==> src/rtl/clock_pkg.sv <==
`default_nettype none
// ============================================================================
//  Module   : clock_pkg
//  Purpose  : Shared definitions for the HH:MM:SS timekeeper: set-mode state
//             encodings, field_blank bit positions and BCD field limits.
//  Ports    : none (package)
//  Revision : 1.0  initial release
// ============================================================================
package clock_pkg;

    // Encoding is visible on the set_state output, so the values are fixed.
    typedef enum logic [1:0] {
        ST_RUN      = 2'b00,
        ST_SET_HOUR = 2'b01,
        ST_SET_MIN  = 2'b10,
        ST_SET_SEC  = 2'b11
    } set_state_t;

    // Bit positions inside field_blank = {hour, min, sec}
    localparam int FB_HOUR = 2;
    localparam int FB_MIN  = 1;
    localparam int FB_SEC  = 0;

    // Highest legal value of each time field
    localparam int SEC_MAX  = 59;
    localparam int MIN_MAX  = 59;
    localparam int HOUR_MAX = 23;

endpackage
`default_nettype wire

==> src/rtl/bcd_mod_counter.sv <==
`default_nettype none
// ============================================================================
//  Module   : bcd_mod_counter
//  Purpose  : Two-digit BCD counter that wraps to 00 after reaching the value
//             MOD_TENS:MOD_ONES. The ones digit rolls 9 -> 0 into the tens
//             digit below that limit, so a 23 limit gives 00..23.
//  Ports    : clk    in   system clock
//             reset  in   synchronous active-high reset (clears to 00)
//             inc    in   advance by one
//             clr    in   force to 00 (overrides inc)
//             tens   out  BCD tens digit
//             ones   out  BCD ones digit
//             carry  out  inc while at the limit (combinational)
//  Revision : 1.0  initial release
// ============================================================================
module bcd_mod_counter #(
    parameter int MOD_TENS = 5,
    parameter int MOD_ONES = 9
) (
    input  logic       clk,
    input  logic       reset,
    input  logic       inc,
    input  logic       clr,
    output logic [3:0] tens,
    output logic [3:0] ones,
    output logic       carry
);

    localparam logic [3:0] c_TENS_MAX = 4'(MOD_TENS);
    localparam logic [3:0] c_ONES_MAX = 4'(MOD_ONES);

    logic [3:0] r_tens;
    logic [3:0] r_ones;
    logic       w_at_max;

    assign w_at_max = (r_tens == c_TENS_MAX) && (r_ones == c_ONES_MAX);
    assign carry    = inc & w_at_max;
    assign tens     = r_tens;
    assign ones     = r_ones;

    always_ff @(posedge clk) begin
        if (reset || clr) begin
            r_tens <= 4'd0;
            r_ones <= 4'd0;
        end else if (inc) begin
            if (w_at_max) begin
                r_tens <= 4'd0;
                r_ones <= 4'd0;
            end else if (r_ones == 4'd9) begin
                r_tens <= r_tens + 4'd1;
                r_ones <= 4'd0;
            end else begin
                r_ones <= r_ones + 4'd1;
            end
        end
    end

endmodule
`default_nettype wire

==> src/rtl/rtc_timekeeper.sv <==
`default_nettype none
// ============================================================================
//  Module   : rtc_timekeeper
//  Purpose  : HH:MM:SS timekeeper on a single clock with a 1 Hz clock enable,
//             button-driven time setting, 12/24-hour display formatting and
//             blinking of the field being edited.
//  Ports    : clk, reset            clock / synchronous active-high reset
//             mode_btn, inc_btn     1-cycle button pulses
//             mode_12h              1 = 12-hour display
//             hour/min/sec tens/ones BCD display digits
//             pm                    internal hour >= 12
//             tick_1hz, day_wrap    1-cycle status pulses
//             set_state             00 RUN, 01 hour, 10 min, 11 sec
//             field_blank           {hour,min,sec} blink request
//  Revision : 1.0  initial release
// ============================================================================
module rtc_timekeeper
    import clock_pkg::*;
#(
    parameter int CLK_HZ   = 50_000_000,
    parameter int BLINK_HZ = 2
) (
    input  logic       clk,
    input  logic       reset,
    input  logic       mode_btn,
    input  logic       inc_btn,
    input  logic       mode_12h,
    output logic [3:0] hour_tens,
    output logic [3:0] hour_ones,
    output logic [3:0] min_tens,
    output logic [3:0] min_ones,
    output logic [3:0] sec_tens,
    output logic [3:0] sec_ones,
    output logic       pm,
    output logic       tick_1hz,
    output logic       day_wrap,
    output logic [1:0] set_state,
    output logic [2:0] field_blank
);

    localparam int c_PRE_W      = $clog2(CLK_HZ);
    localparam int c_BLINK_HALF = CLK_HZ / (2 * BLINK_HZ);
    // +1 keeps the width non-zero when the half period is a single cycle
    localparam int c_BLINK_W    = $clog2(c_BLINK_HALF) + 1;
    localparam logic [c_PRE_W-1:0]   c_PRE_MAX   = c_PRE_W'(CLK_HZ - 1);
    localparam logic [c_BLINK_W-1:0] c_BLINK_MAX = c_BLINK_W'(c_BLINK_HALF - 1);

    set_state_t           r_state;
    logic [c_PRE_W-1:0]   r_pre;
    logic [c_BLINK_W-1:0] r_blink_cnt;
    logic                 r_phase;
    logic                 r_tick;
    logic                 r_wrap;

    logic       w_tick;
    logic       w_edit_inc;
    logic       w_sec_carry, w_min_carry, w_hour_carry;
    logic       w_min_inc, w_hour_inc, w_sec_clr;
    logic [3:0] w_h_tens, w_h_ones;
    logic [4:0] w_hour_bin;
    logic [4:0] w_disp_bin;

    // The second boundary: prescaler about to wrap while running
    assign w_tick     = (r_state == ST_RUN) && (r_pre == c_PRE_MAX);
    // A simultaneous mode press takes priority and discards the increment
    assign w_edit_inc = inc_btn & ~mode_btn;

    // w_tick is only ever high in RUN, so edit increments never carry upward
    assign w_min_inc  = (w_tick & w_sec_carry) | (w_edit_inc && r_state == ST_SET_MIN);
    assign w_hour_inc = (w_tick & w_min_carry) | (w_edit_inc && r_state == ST_SET_HOUR);
    assign w_sec_clr  = w_edit_inc && (r_state == ST_SET_SEC);

    bcd_mod_counter #(.MOD_TENS(SEC_MAX / 10), .MOD_ONES(SEC_MAX % 10)) u_sec (
        .clk(clk), .reset(reset), .inc(w_tick), .clr(w_sec_clr),
        .tens(sec_tens), .ones(sec_ones), .carry(w_sec_carry)
    );

    bcd_mod_counter #(.MOD_TENS(MIN_MAX / 10), .MOD_ONES(MIN_MAX % 10)) u_min (
        .clk(clk), .reset(reset), .inc(w_min_inc), .clr(1'b0),
        .tens(min_tens), .ones(min_ones), .carry(w_min_carry)
    );

    bcd_mod_counter #(.MOD_TENS(HOUR_MAX / 10), .MOD_ONES(HOUR_MAX % 10)) u_hour (
        .clk(clk), .reset(reset), .inc(w_hour_inc), .clr(1'b0),
        .tens(w_h_tens), .ones(w_h_ones), .carry(w_hour_carry)
    );

    always_ff @(posedge clk) begin
        if (reset) begin
            r_state     <= ST_RUN;
            r_pre       <= '0;
            r_blink_cnt <= '0;
            r_phase     <= 1'b0;
            r_tick      <= 1'b0;
            r_wrap      <= 1'b0;
        end else begin
            r_tick <= w_tick;
            r_wrap <= w_tick & w_hour_carry;

            // Holding the prescaler at 0 outside RUN makes the first tick after
            // leaving SET_SEC land a full second later.
            if (r_state == ST_RUN && !w_tick) begin
                r_pre <= r_pre + 1'b1;
            end else begin
                r_pre <= '0;
            end

            if (mode_btn) begin
                case (r_state)
                    ST_RUN:      r_state <= ST_SET_HOUR;
                    ST_SET_HOUR: r_state <= ST_SET_MIN;
                    ST_SET_MIN:  r_state <= ST_SET_SEC;
                    default:     r_state <= ST_RUN;
                endcase
                r_blink_cnt <= '0;
                r_phase     <= 1'b0;
            end else if (r_state != ST_RUN) begin
                if (r_blink_cnt == c_BLINK_MAX) begin
                    r_blink_cnt <= '0;
                    r_phase     <= ~r_phase;
                end else begin
                    r_blink_cnt <= r_blink_cnt + 1'b1;
                end
            end
        end
    end

    // Hour display: BCD -> binary, 12h remap, back to BCD (max value 23)
    always_comb begin
        w_hour_bin = 5'(w_h_tens) * 5'd10 + 5'(w_h_ones);
        w_disp_bin = w_hour_bin;
        if (mode_12h) begin
            if (w_hour_bin == 5'd0) begin
                w_disp_bin = 5'd12;
            end else if (w_hour_bin > 5'd12) begin
                w_disp_bin = w_hour_bin - 5'd12;
            end
        end
        if (w_disp_bin >= 5'd20) begin
            hour_tens = 4'd2;
            hour_ones = 4'(w_disp_bin - 5'd20);
        end else if (w_disp_bin >= 5'd10) begin
            hour_tens = 4'd1;
            hour_ones = 4'(w_disp_bin - 5'd10);
        end else begin
            hour_tens = 4'd0;
            hour_ones = 4'(w_disp_bin);
        end
    end

    always_comb begin
        field_blank = 3'b000;
        case (r_state)
            ST_SET_HOUR: field_blank[FB_HOUR] = r_phase;
            ST_SET_MIN:  field_blank[FB_MIN]  = r_phase;
            ST_SET_SEC:  field_blank[FB_SEC]  = r_phase;
            default:     field_blank = 3'b000;
        endcase
    end

    assign pm        = (w_hour_bin >= 5'd12);
    assign tick_1hz  = r_tick;
    assign day_wrap  = r_wrap;
    assign set_state = r_state;

endmodule
`default_nettype wire

==> config.mk <==
export PLATFORM = sky130hd
export DESIGN_NAME = rtc_timekeeper
export DESIGN_NICKNAME = d
export VERILOG_FILES = /design/src/rtl/clock_pkg.sv /design/src/rtl/bcd_mod_counter.sv /design/src/rtl/rtc_timekeeper.sv
export SDC_FILE = /design/constraint.sdc
export NUM_CORES = 1
export LEC_CHECK = 0
export BUFFER_PORTS_ARGS = -buffer_cell sky130_fd_sc_hd__buf_2
export CAP_MARGIN = 10
export CORE_ASPECT_RATIO = 1.2
export CORE_MARGIN = 2
export CORE_UTILIZATION = 30
export DETAILED_ROUTE_END_ITERATION = 6
export GPL_ROUTABILITY_DRIVEN = 0
export PLACE_DENSITY = 0.54
export SLEW_MARGIN = 10
export SYNTH_ARGS = -nofsm -noshare
export SYNTH_HDL_FRONTEND = slang
export SYNTH_SLANG_ARGS = --single-unit
==> constraint.sdc <==
create_clock -name clk -period 4.1 [get_ports clk]
set_clock_uncertainty 0.2 [all_clocks]
set_input_delay 0.82 -clock clk [delete_from_list [all_inputs] [get_ports clk]]
set_output_delay 0.82 -clock clk [all_outputs]
set_load 0.01 [all_outputs]
Word-level counts from Yosys, hierarchy flattened
Cells that the tools add are included.
Widths: inputs -> output; s select.
- add/subtract/negate cells: 12
- multiply operators: 1
- order comparisons: 4
- eq/ne operators: 12
- muxes and demuxes: 24
- bitwise gates (word level): 12
- reductions and logical operators: 22
- operators by type and width (kind ; count):
    $mux 4 ; 14
    $add 26x1->26 const B ; 1
    $eq 26x26->1 const B ; 1
    $add 25x1->25 const B ; 1
    $eq 25x24->1 const B ; 1
    $mux 25 ; 1
    $add 4x1->4 const B ; 6
    $mux 5 ; 3
    $eq 4x4->1 const B ; 3
    $ge 5x4->1 const B ; 2
    $eq 4x2->1 const B ; 2
    $eq 4x3->1 const B ; 2
    $logic_and 1x1->1 ; 8
    $reduce_and 2->1 ; 4
    $reduce_bool 2->1 ; 4
    $and 1x1->1 ; 7
    $pmux 2 s3 ; 1
    $add 5x4->5 ; 1
    $ge 5x5->1 const B ; 1
    $gt 5x4->1 const B ; 1
    $logic_not 5->1 ; 1
    $sub 5x4->5 const B ; 1
    $eq 2x2->1 const B ; 2
    $mul 4x3->4 const B ; 1
    11 further kinds ; 18
- register bits after elaboration: 80
- output and inout port bits: 32

Logic depth before layout (Yosys ltp)
- word-level depth: 10
- mapped depth: 15

Cells and area by module
From an unflattened synthesis, not the netlist that was laid out.
- cell total of the unflattened synthesis: 493
- area total of the unflattened synthesis: 4295.4 µm²
- modules (own cells, without submodules) (module ; instances ; cells each ; area each (µm²) ; sequential area each (µm²)):
    rtc_timekeeper ; 1 ; 355 ; 3029.2 ; 1121.1
    bcd_mod_counter at u_min ... ; 2 ; 45 ; 417.9 ; 160.2
    bcd_mod_counter at u_hour ; 1 ; 48 ; 430.4 ; 160.2

Worst setup path after synthesis
OpenSTA, ideal clock, no wires.
- path kind: register to output
- start: register u_hour.r_tens[0] (netlist: u_hour.tens[0])
- end: output port hour_ones[3]
- arrival time: 3.302 ns
- path slack: -0.222 ns
- cell stages (with the launch flop): 15
- buffers on the path: 0
- path through: dfxtp_1 -> ha_1 -> ha_1 -> xor2_1 -> inv_1 -> ha_1 -> nor2_1 -> o311ai_0 -> o311a_1 -> a21oi_1 -> inv_1 -> ha_1 -> a32oi_1 -> a21oi_1 -> o311ai_1
- cells in the longest elaborated chain, start to end: 9
- elaborated cells on any way between the ends: 14
- those cells by class: add/sub (4); mul (1); order compare (3); mux (5); reduce/logical (1)
- ends and longest elaborated chain (what ; RTL line ; text):
    start: declaration ; bcd_mod_counter.sv:32 ; logic [3:0] r_tens;
    start signal: assignment ; bcd_mod_counter.sv:50 ; r_tens <= r_tens + 4'd1;
    $mul 4x3->4 * ; rtc_timekeeper.sv:130 ; w_hour_bin = 5'(w_h_tens) * 5'd10 + 5'(w_h_ones);
    $add 5x4->5 * ; rtc_timekeeper.sv:130 ;
    $sub 5x4->5 / $gt 5x4->1 (equally long branches) ; rtc_timekeeper.sv:136, rtc_timekeeper.sv:135 ;
    $mux 5 ; rtc_timekeeper.sv:135 ; end else if (w_hour_bin > 5'd12) begin
    $mux 5 ; rtc_timekeeper.sv:133 ; if (w_hour_bin == 5'd0) begin
    $mux 5 * ; rtc_timekeeper.sv:132 ; if (mode_12h) begin
    $sub 4x4->4 / $ge 5x4->1 (equally long branches) ; rtc_timekeeper.sv:144, rtc_timekeeper.sv:142 ;
    $mux 4 ; rtc_timekeeper.sv:142 ; end else if (w_disp_bin >= 5'd10) begin
    $mux 4 * ; rtc_timekeeper.sv:139 ; if (w_disp_bin >= 5'd20) begin
    end: declaration ; rtc_timekeeper.sv:29 ; output logic [3:0] hour_ones,
Every way passes the cells marked *; elsewhere a longest branch is shown, timed or not.

Final worst setup path
Ends and elaborated chain as after synthesis.

==> results.md <==
Setup path:
- The signal on the critical path passes through ha_4 > fa_2 > inv_2 > ha_4 > nor2_4 > buf_4 > nor3_1 > o32a_1 > and3_4 > inv_2 > ha_4 > nand2_1 > a211o_1 > o311ai_2 > buf_2.
- The category of the most critical setup path is flop to output port.
- The cell occurring most often along the worst timing path is ha_4.
- The register-to-register setup slack is 1.28 ns.
- The slowest stage of the critical path is the fa_2 cell.
- The data required time of the worst path is 3.08 ns.
- Data arrives at the worst endpoint at 3.26 ns.
- The endpoint class of the critical path is an output port.
- The worst setup path is launched from a flop.
- Along the worst path, the maximum fanout reaches 4.
- The worst stage delay on the critical path is 0.60 ns.
- Counting both buffers and inverters, the worst setup path holds a total of 4.
- The gate family responsible for the most delay along the worst path is adder cells.

Power and ir drop:
- The internal portion of total power is 1.372 mW.
- For this design the total switching power over the nets is 0.3899 mW.
- In this run the static leakage power is 2.007 nW.
- The share of total power in sequential cells is 44.9%.
- The worst supply voltage drop on vdd is between 0.2 and 0.25 mV.
- The part of the power in the clock network is a little under 50%.
- Combinational cells account for 5.8% of the total power.
- Dividing total power by cell area gives a power density of 334.5 nW/um2.
- The net switching fraction of the power is between 20% and 30%.

CTS:
- The clock slew seen by the registers of the worst setup and hold paths is 0.06 ns.
- The H-tree was split into 3 levels.
- The maximum buffer depth of the clock tree is 2.
- Counting every sink on the clock net gives 80.
- The later-pin clock latency in the skew report is 0.34 ns.
- The number of CTS-inserted buffers is 9.
- The TritonCTS clock tree is done.
- The buffer type at the clock tree root is clkbuf_16.

Drt:
- After the first detailed-routing iteration, the DRC count stood at 137.
- The detailed-route DRC error count is 4.
- The via total after detailed routing is ~3600.
- The routed design has 9600 um of wire.
- After detailed routing, the average wire length per cell comes to between 10 and 15 um.
- The number of nets still failing antenna checks after routing is 0.
- The iteration count of the initial detailed-routing pass is 6.
- Dividing the detail-routed via count by the number of cells gives roughly 5.

Global routing:
- The total grt overflow is 0.
- Entering global routing, the biggest net connects 27 pins.
- The number of global-route vias before repair is 3456.
- The initial antenna violation count is 2.
- The first global-routing pass estimated around 16000 um of wire.
- The global-route usage over all layers is ~13%.

Run status:
- The final reports fail on design-rule violations, negative setup slack.
- The flow ran to the end, but the final reports show violations.

Floorplan:
- The initial utilization of the core area, before any placement, comes to 30.82%.
- The die outline width is 113.0 um.
- The initialized floorplan defines 47 standard-cell rows.
- The die boundary height is 134.8 um.
- The top-level port count is 37.
- The region available for standard cell placement spans 13880 um2.
- The die area is 15230 um2.

Synthesis:
- The mean area per synthesized cell is ~8.6 um2.
- In this run, synthesis inferred 0 flip-flops with an integrated enable.
- The cell count after synthesis came out at 499.
- The synthesized design spends more area on one cell type than any other, namely dfxtp_1.
- In the synthesized netlist the dominant register cell turns out to be dfxtp_1.
- The sequential element share of the synthesized area is 37.45%.
- The count of different cell masters after synthesis is between 60 and 70.
- The mapped netlist covers 4277 um2.
- The flop and latch count out of synthesis is 80.
- After synthesis, the cell types taking the most area are dfxtp_1 37%, ha_1 7.9%, xor2_1 7.8%.
- During synthesis, Yosys emitted a total of 0 warnings.
- The fraction of synthesis flops using an asynchronous set or reset pin is 0%.
- The share of the synthesized area in the top cell type is 37.45%.

Finish:
- The library cells used most frequently in the layout, excluding fill and tap cells, are 80 x nor2_1, 78 x dfxtp_1, 37 x xor2_1, 34 x buf_2, 32 x nand2_1.
- Summing all non-filler instances in the final layout gives an area of approximately 5300 um2.
- In the final design database the tool counted approximately 580 nets.
- The most frequent standard cell in the layout excluding fill and tap cells is nor2_1.
- After filler insertion, the fill cell instance count of the layout stands at between 1000 and 1500.
- The area overhead of the layout relative to synthesis is 23.20%.
- The fraction of layout instances using a drive strength above 1 is 20.15%.

STA:
- The worst relative slew slack is 44.58%.
- The routed design could run at a clock period as short as about 4.3 ns.
- In the post-route analysis, the smallest setup slack over all paths is -0.1833 ns.
- The share of the cycle needed by the critical path after routing is 104.5%.
- At the pin with the least slew margin, the transition time is between 0.8 and 0.9 ns.
- The peak clock frequency supported by timing is ~230 MHz.
- The number of slew-limit violations in the final report is 0.
- Setup repair after global routing could not meet its margin everywhere.
- The final number of hold-violating endpoints was 0.
- The worst slack on hold paths is 0.2876 ns.
- Setup violations remaining at the end of the flow were counted as 4.

Worst hold path:
- The class of the worst hold path is flop to flop.

Flow run:
- The max-cap violation count is 0.

Placement:
- The count of buffers added on input and output ports is 34.
- The placed wire-length estimate is 6829 um.
- Once placement finished, the instance area stood at 4696 um2.
==> metrics by stage <==
stage                     total power [mW]  util, %  instances  setup slack [ns]  setup TNS (ns)
after global placement              0.8987    33.84        700           0.03853               0
after floorplan                     0.8727        -        500           0.04663               0
after global routing                 1.826    37.95        723           -0.3396          -1.247
after detailed placement            0.9005    33.84        700          -0.06073        -0.06730
after CTS                            1.787    37.66        720           -0.2134         -0.6767
final                                1.762    37.96        724           -0.1833         -0.5863
==> registers in the layout (all words and copies together) (netlist names) <==
signal,count
u_hour.tens,4
set_state,2
u_hour.ones,4
u_min.tens,4
u_sec.ones,4
day_wrap,1
u_sec.tens,4
r_phase,1
r_blink_cnt,25
tick_1hz,1
u_min.ones,4
r_pre,26
==> routing by layer <==
metal | share of wire, % | wire length [um] | global-route usage (%)
met1 | 43 | 4145 | 14.40
met2 | 50 | 4828 | 23.33
met3 | 3.8 | 364 | 3.276
met4 | 2.7 | 261 | 5.691
met5 | 0 | 0 | 0
==> cell families after synthesis <==
| family | share of synthesized area (%) |
|---|---|
| AO/OA/AOI/OAI | 9.275 |
| XOR/XNOR | 11.38 |
| adder cells (fa/ha/maj) | 8.367 |
| buffers and inverters | 3.745 |
| flip-flops | 37.45 |
| multiplexers | 1.170 |
| other | 0.08769 |
| AND/OR/NAND/NOR | 28.53 |
==> path summary, 6_finish.rpt <==
kind / startpoint / endpoint / cells after the start
max reg2reg: u_sec.tens[0] / u_min.tens[3] / 7
max: u_hour.tens[0] / hour_ones[3] / 15
min reg2reg: r_pre[0] / r_pre[0] / 1
min: r_pre[0] / r_pre[0] / 1
==> power by group through the flow <==
stage                     logic [mW]  clock network [mW]  registers (mW)
after CTS                      0.102               0.893           0.792
after global placement        0.0893                   0           0.809
after detailed placement      0.0910                   0           0.809
final                          0.103               0.868           0.792
after global routing           0.115               0.919           0.793
after floorplan               0.0653                   0           0.807
==> synthesized netlist by cell type (2+ instances only) <==
cell type,instances
a21oi_1,22
a311oi_1,4
and2_1,5
and3_1,12
and3b_1,4
and4_1,3
buf_2,2
buf_4,2
clkbuf_1,10
dfxtp_1,80
ha_1,27
inv_1,22
mux2i_1,5
nand2_1,32
nand2b_1,4
nand3_1,31
nand4_1,14
nor2_1,81
nor2b_1,3
nor3_1,7
nor4_1,5
o211ai_1,2
o21ai_0,13
o311ai_1,2
or2_2,2
or3_1,9
or3b_2,2
or4_1,4
xnor2_1,15
xor2_1,38
==> final cells by class <==
| cell class | count | area (um2) | share of cell area (%) |
|---|---|---|---|
| repair buffers | 51 | 297.8 | 5.652 |
| diodes | 2 | 5.005 | 0.09499 |
| clock buffers | 11 | 242.7 | 4.607 |
| clock inverters | 5 | 78.83 | 1.496 |
| inverters | 22 | 82.58 | 1.567 |
| flip-flops and latches | 80 | 1607 | 30.49 |
| multi-input cells | 382 | 2741 | 52.03 |
| well taps | 171 | 214.0 | 4.061 |
==> timing repair <==
item | CTS | global route
endpoints found under the hold margin | 0 | 0
resized for setup | 37 | 5
gates cloned | 0 | 0
buffers inserted | 4 | 2
pin swaps | 20 | 11
setup endpoints to repair | 5 | 5
hold buffers | 0 | 0
No activity file was read; power rests on OpenSTA's default activity.
